`src/rtl/fb_pkg.sv`:
```
// Shared constants and slot encoding for the framebuffer scan-out arbiter.
package fb_pkg;

    localparam int unsigned H_ACTIVE = 640;
    localparam int unsigned V_ACTIVE = 480;
    localparam int unsigned H_MAX    = 840;
    localparam int unsigned V_MAX    = 500;
    localparam int unsigned BPP      = 4;
    localparam int unsigned PPW      = 4;

    typedef enum logic [1:0] {
        SLOT_IDLE,
        SLOT_DISP,
        SLOT_WR,
        SLOT_RD
    } slot_e;

endpackage

```
`src/rtl/fb_wr_fifo.sv`:
```
// Synchronous FIFO with asynchronous reset; DEPTH must be a power of two (>= 2).
module fb_wr_fifo #(
    parameter int unsigned WIDTH = 8,
    parameter int unsigned DEPTH = 4,
    localparam int unsigned PW   = $clog2(DEPTH),
    localparam int unsigned CW   = PW + 1
) (
    input  logic             i_clk,
    input  logic             i_rst,
    input  logic             i_push,
    input  logic [WIDTH-1:0] i_data,
    input  logic             i_pop,
    output logic [WIDTH-1:0] o_data,
    output logic             o_full,
    output logic             o_empty,
    output logic [CW-1:0]    o_count
);

    logic [WIDTH-1:0] mem [DEPTH];
    logic [PW-1:0]    wr_ptr;
    logic [PW-1:0]    rd_ptr;
    logic             push_ok;
    logic             pop_ok;

    assign o_full  = (o_count == CW'(DEPTH));
    assign o_empty = (o_count == '0);
    assign push_ok = i_push && !o_full;
    assign pop_ok  = i_pop && !o_empty;
    assign o_data  = mem[rd_ptr];

    always_ff @(posedge i_clk or posedge i_rst) begin
        if (i_rst) begin
            wr_ptr  <= '0;
            rd_ptr  <= '0;
            o_count <= '0;
        end else begin
            if (push_ok) wr_ptr <= wr_ptr + PW'(1);
            if (pop_ok)  rd_ptr <= rd_ptr + PW'(1);
            case ({push_ok, pop_ok})
                2'b10:   o_count <= o_count + CW'(1);
                2'b01:   o_count <= o_count - CW'(1);
                default: o_count <= o_count;
            endcase
        end
    end

    // Storage needs no reset: pointers and count define what is valid.
    always_ff @(posedge i_clk) begin
        if (push_ok) mem[wr_ptr] <= i_data;
    end

endmodule

```
`src/rtl/fb_scanout_arbiter.sv`:
```
// Single-port framebuffer arbiter: display fetch slots win, host writes drain in free slots.
// Optional host read port enabled by defining FB_HOST_READ_EN.
module fb_scanout_arbiter #(
    parameter int unsigned H_ACTIVE      = fb_pkg::H_ACTIVE,
    parameter int unsigned V_ACTIVE      = fb_pkg::V_ACTIVE,
    parameter int unsigned H_MAX         = fb_pkg::H_MAX,
    parameter int unsigned V_MAX         = fb_pkg::V_MAX,
    parameter int unsigned BPP           = fb_pkg::BPP,
    parameter int unsigned PPW           = fb_pkg::PPW,
    parameter int unsigned AW            = 17,
    parameter int unsigned WR_FIFO_DEPTH = 4,
    localparam int unsigned DW           = BPP * PPW
) (
    input  logic           i_clk,
    input  logic           i_rst,
    input  logic [10:0]    i_h_counter,
    input  logic [9:0]     i_v_counter,
    output logic [BPP-1:0] o_pixel,
    output logic           o_pixel_valid,
    input  logic           i_wr_valid,
    input  logic [AW-1:0]  i_wr_addr,
    input  logic [DW-1:0]  i_wr_data,
    output logic           o_wr_ready,
    output logic [AW-1:0]  o_ram_addr,
    output logic           o_ram_we,
    output logic [DW-1:0]  o_ram_wdata,
    input  logic [DW-1:0]  i_ram_rdata
`ifdef FB_HOST_READ_EN
    ,
    input  logic           i_rd_valid,
    input  logic [AW-1:0]  i_rd_addr,
    output logic           o_rd_ready,
    output logic [DW-1:0]  o_rd_data,
    output logic           o_rd_data_valid
`endif
);

    import fb_pkg::*;

    localparam int unsigned CW = $clog2(WR_FIFO_DEPTH) + 1;

    logic [10:0]    xn;
    logic [9:0]     ln;
    logic           disp_slot;
    logic           frame_start;
    slot_e          slot;

    logic [AW-1:0]  r_disp_addr;
    logic           r_synced;
    logic           r_load;
    logic [DW-1:0]  r_shift;

    logic           wr_full;
    logic           wr_empty;
    logic [CW-1:0]  wr_count;
    logic           wr_pop;
    logic [AW+DW-1:0] wr_head;

    fb_wr_fifo #(
        .WIDTH (AW + DW),
        .DEPTH (WR_FIFO_DEPTH)
    ) u_wr_fifo (
        .i_clk   (i_clk),
        .i_rst   (i_rst),
        .i_push  (i_wr_valid && !wr_full),
        .i_data  ({i_wr_addr, i_wr_data}),
        .i_pop   (wr_pop),
        .o_data  (wr_head),
        .o_full  (wr_full),
        .o_empty (wr_empty),
        .o_count (wr_count)
    );

    assign o_wr_ready = (wr_count != CW'(WR_FIFO_DEPTH));

    // Two-cycle lookahead so the registered RAM's data lands just before the pixel is shown.
    always_comb begin
        if (i_h_counter == 11'(H_MAX - 1))  xn = '0;
        else if (i_h_counter == 11'(H_MAX)) xn = 11'd1;
        else                                xn = i_h_counter + 11'd2;
        ln = i_v_counter;
        if (i_h_counter >= 11'(H_MAX - 1))
            ln = (i_v_counter == 10'(V_MAX)) ? '0 : i_v_counter + 10'd1;
    end

    assign disp_slot   = (xn < 11'(H_ACTIVE)) && ((32'(xn) % PPW) == 0) && (ln < 10'(V_ACTIVE));
    assign frame_start = disp_slot && (xn == '0) && (ln == '0);

`ifdef FB_HOST_READ_EN
    logic           rd_pending;
    logic           prefer_rd;
    logic           rd_cap;
    logic [AW-1:0]  r_rd_addr;

    assign o_rd_ready = !rd_pending;
`endif

    always_comb begin
        slot = SLOT_IDLE;
        if (disp_slot)
            slot = SLOT_DISP;
`ifdef FB_HOST_READ_EN
        else if (rd_pending && !wr_empty)
            slot = prefer_rd ? SLOT_RD : SLOT_WR;
        else if (rd_pending)
            slot = SLOT_RD;
`endif
        else if (!wr_empty)
            slot = SLOT_WR;
    end

    always_comb begin
        o_ram_addr  = '0;
        o_ram_we    = 1'b0;
        o_ram_wdata = '0;
        wr_pop      = 1'b0;
        case (slot)
            SLOT_DISP: o_ram_addr = frame_start ? '0 : r_disp_addr;
            SLOT_WR: begin
                o_ram_addr  = wr_head[AW+DW-1:DW];
                o_ram_wdata = wr_head[DW-1:0];
                o_ram_we    = 1'b1;
                wr_pop      = 1'b1;
            end
`ifdef FB_HOST_READ_EN
            SLOT_RD:   o_ram_addr = r_rd_addr;
`endif
            default: ;
        endcase
    end

    always_ff @(posedge i_clk or posedge i_rst) begin
        if (i_rst) begin
            r_disp_addr <= '0;
            r_synced    <= 1'b0;
            r_load      <= 1'b0;
            r_shift     <= '0;
        end else begin
            r_load <= disp_slot;
            if (disp_slot)
                r_disp_addr <= frame_start ? AW'(1) : r_disp_addr + AW'(1);
            if (frame_start)
                r_synced <= 1'b1;
            if (r_load) r_shift <= i_ram_rdata;
            else        r_shift <= r_shift >> BPP;
        end
    end

    assign o_pixel_valid = !i_rst && (i_h_counter < 11'(H_ACTIVE)) && (i_v_counter < 10'(V_ACTIVE));
    assign o_pixel       = (o_pixel_valid && r_synced) ? r_shift[BPP-1:0] : '0;

`ifdef FB_HOST_READ_EN
    // Round-robin state only moves when a read and a write actually contend.
    always_ff @(posedge i_clk or posedge i_rst) begin
        if (i_rst) begin
            rd_pending      <= 1'b0;
            prefer_rd       <= 1'b0;
            rd_cap          <= 1'b0;
            r_rd_addr       <= '0;
            o_rd_data       <= '0;
            o_rd_data_valid <= 1'b0;
        end else begin
            if (slot == SLOT_RD)
                rd_pending <= 1'b0;
            else if (i_rd_valid && !rd_pending) begin
                rd_pending <= 1'b1;
                r_rd_addr  <= i_rd_addr;
            end
            if (!disp_slot && rd_pending && !wr_empty)
                prefer_rd <= (slot == SLOT_WR);
            rd_cap          <= (slot == SLOT_RD);
            o_rd_data_valid <= rd_cap;
            if (rd_cap)
                o_rd_data <= i_ram_rdata;
        end
    end
`endif

endmodule

```
`config.mk`:
```
export PLATFORM = sky130hd
export DESIGN_NAME = fb_scanout_arbiter
export DESIGN_NICKNAME = d
export VERILOG_FILES = /design/src/rtl/fb_pkg.sv /design/src/rtl/fb_wr_fifo.sv /design/src/rtl/fb_scanout_arbiter.sv
export SDC_FILE = /design/constraint.sdc
export NUM_CORES = 1
export LEC_CHECK = 0
export CAP_MARGIN = 25
export CORE_UTILIZATION = 55
export CTS_CLUSTER_SIZE = 14
export DETAILED_ROUTE_END_ITERATION = 8
export GPL_TIMING_DRIVEN = 0
export PLACE_DENSITY = 0.81
export SLEW_MARGIN = 20
export SYNTH_ARGS = -nofsm -noshare
export SYNTH_HDL_FRONTEND = slang
export SYNTH_HIERARCHICAL = 1
export SYNTH_SLANG_ARGS = --single-unit
```
`constraint.sdc`:
```
create_clock -name i_clk -period 3.8 [get_ports i_clk]
set_input_delay 0.57 -clock i_clk [delete_from_list [all_inputs] [get_ports i_clk]]
set_output_delay 0.57 -clock i_clk [all_outputs]
set_load 0.05 [all_outputs]
```
==> results_dict.tcl <==
set metrics [dict create \
    hpwl_microns 12200 \
    hp-start "r_shift[11]" \
    syn_inst 513 \
    wl_microns 18100 \
    layout_commonest_cell "edfxtp_1" \
    syn_nets 596 \
    coreArea_sq_um 14000 \
    path_class "input pin to primary output" \
    fin_total_pwr_uw 7770 \
    startpoint "i_h_counter[7]" \
    yosysWarnings 6 \
    crit_path_top_delay_cell "or4_1" \
    place_ws_ns -1.37 \
    tightest_slew_ns 0.758 \
    worst-path-buf-inv 4 \
    fin_area_sq_um 10100 \
    grt_pass1_wl_microns 28000 \
    dpl_cell_area_sq_um 9400 \
    ys_seq_elements 174 \
    io_pins 113 \
    drive_gt1_share_pct 28.9 \
    die_w_microns 122 \
    cts_tree "yes" \
    syn2layout_area_growth_pct 27.0 \
    clock_path_buffers 2 \
    peakVddDrop_mv 0.820 \
    finalSetupViolations 0 \
    layout.cells.non_filler 842 \
    insertion_delay_ns 0.43 \
    clock_skew_ns 0.00870 \
    min_path_type "flop to flop" \
    async_reset_ff_share_pct 24.1 \
    critical-path-top-delay-family "compound AO/OA/AOI/OAI gates" \
    ctsHoldBuffers 0 \
    crit_path_end_kind "primary output" \
    drt-vias-per-instance 6.18 \
    final_cell_mix "132 x edfxtp_1, 61 x clkdlybuf4s50_1, 42 x dfrtp_1" \
    fin_hold_ws_ns 0.473 \
    crit_chain "dlygate4sd2_1, buf_6, or4_1, a21oi_2, a31oi_1, a2111o_1, a211oi_2, nand4b_4, buf_6, a32o_2, buf_6" \
    p_leak_uw 0.00379 \
    status "finished, final reports clean" \
    grt_pass1_vias 5381 \
    max_slew_margin_pct 49.4 \
    drt_iter0_drc 276 \
    path_clk_slew_ns 0.07 \
    antennaDiodeCount 0 \
    vias 5201 \
    synth_edf_count 132 \
    fmax_mhz 270 \
    synth_area_sq_um 7980 \
    powerDensity_nw_per_um2 767 \
    synth_ff_type "edfxtp_1" \
    crit_top_cell "buf_6" \
    cts_buffers 17 \
    portBuffers 109 \
    gp_congestion 0.865 \
    overflow 0 \
    avgRoutedWirePerCell_microns 21.5 \
    period_needed_ns 3.71 \
    r2r_start "u_wr_fifo/o_count[0]" \
    crit_fanout 7 \
    cts-root-buf "clkbuf_16" \
    startpoint_type "input pin" \
    ant_nets 0 \
    first_pass_iters 4 \
    rsz0062_at_grt "false" \
    cts.sinks 174 \
    drc 0 \
    grt_max_degree 36 \
    hold_viol 0 \
    period_share_pct 97.5 \
    maxCapViolCount 0 \
    place_inst 806 \
    ys_seq_area_share_pct 62.9 \
    die_area_sq_um 15000 \
    timing.final.max_slew_violations 0 \
    rows 43 \
    avgSynthCellArea_sq_um 15.6 \
    critical-path-max-stage-delay_ns 0.52 \
    nets 734 \
    htree_levels 4 \
    fin_ws_ns 0.0938 \
    start_util_pct 57.0 \
    die_h_microns 122 \
    cp_data_arrival_time_ns 3.14 \
    grt_use_total_pct 25.5 \
    synth_cell_types 64 \
    antenna_found_initial 0 \
    cp.required_ns 3.23 \
]
-- final timing paths --
kind	cells past startpoint	endpoint	slack, ns
max in group asynchronous	2	r_disp_addr[16]	2.60
worst max register to register	10	u_wr_fifo/o_count[2]	1.39
worst max-delay path	11	o_ram_addr[13]	0.09
worst min-delay path	1	r_shift[7]	0.47
min in group asynchronous	2	u_wr_fifo/o_count[2]	0.52
worst min register to register	1	r_shift[7]	0.47
-- sequential cells by signal, summed over array words and instances, names as in the netlist --
signal             count
u_wr_fifo/mem        132
r_disp_addr           17
r_shift               16
u_wr_fifo/o_count      3
u_wr_fifo/rd_ptr       2
u_wr_fifo/wr_ptr       2
r_load                 1
r_synced               1
-- final cells by class --
cell class	count	area, sq um
clock buffers	17	425
multi-input cells	297	2810
clock inverters	13	190
plain buffers	25	223
inverters	15	56.3
flip-flops and latches	174	5010
fillers	873	3860
well taps	180	225
repair buffers	121	1180
-- through the flow --
stage	setup TNS [ns]	util, %
detailed placement	-43.82	67.2
floorplan	0	-
global placement	-42.49	66.5
CTS	0	72.1
global route	0	72.4
finish	0	72.4
-- kinds of logic (layout without fill, tap and decap cells) --
family | after synthesis | count (layout) | synth area share, %
and+or+nand+nor | 141 | 141 | 10.9
DFF | 174 | 174 | 62.9
buffers and inverters | 42 | 191 | 3.22
xor gates and xnor gates | 12 | 12 | 1.32
adders and majority gates | 10 | 10 | 1.66
AOI/OAI and AO/OA | 87 | 87 | 8.48
muxes | 47 | 47 | 11.5
-- where the power goes --
group | leakage (uW) | switching [uW] | internal [uW] | total (uW)
combinational | 0.00172 | 2050 | 1340 | 3390
sequential | 0.00177 | 131 | 2440 | 2570
clock | 0.000297 | 712 | 1100 | 1810
total | 0.00379 | 2890 | 4880 | 7770
-- per-layer routing --
layer / wire (microns) / vias up / GRT usage, %
met1: 6790 / 2603 / 29.9
met3: 1180 / 45 / 6.13
met5: 0 / - / 0
li1: - / 2341 / -
met4: 456 / 0 / 12.1
met2: 9630 / 212 / 44.2
-- cells in the mapped netlist (all sizes together), types with 4 or more instances --
cell type,instances,area [sq um]
nor2,14,55.1
nand3,19,100
o21ai,10,50.1
xor2,8,70.1
inv,15,56.3
mux4,33,762
and3,9,56.3
o31ai,13,97.6
or4,14,109
a32o,17,190
edfxtp,132,3960
nand2,15,56.3
and4,5,43.8
xnor2,4,35.0
clkbuf,5,18.8
a21oi,24,124
nand4,12,81.3
buf,22,181
mux2,13,146
and2,28,175
nor3,7,35.0
dfrtp,42,1050
ha,9,113
-- repair_timing --
| action | in CTS | in global routing |
|---|---|---|
| setup buffers | 5 | 2 |
| cloned | 1 | 0 |
| pin swaps | 7 | 8 |
| endpoints found under the setup margin | 37 | 35 |
| gates resized for setup | 248 | 16 |
Note: power is estimated with default switching activity, not from simulation.
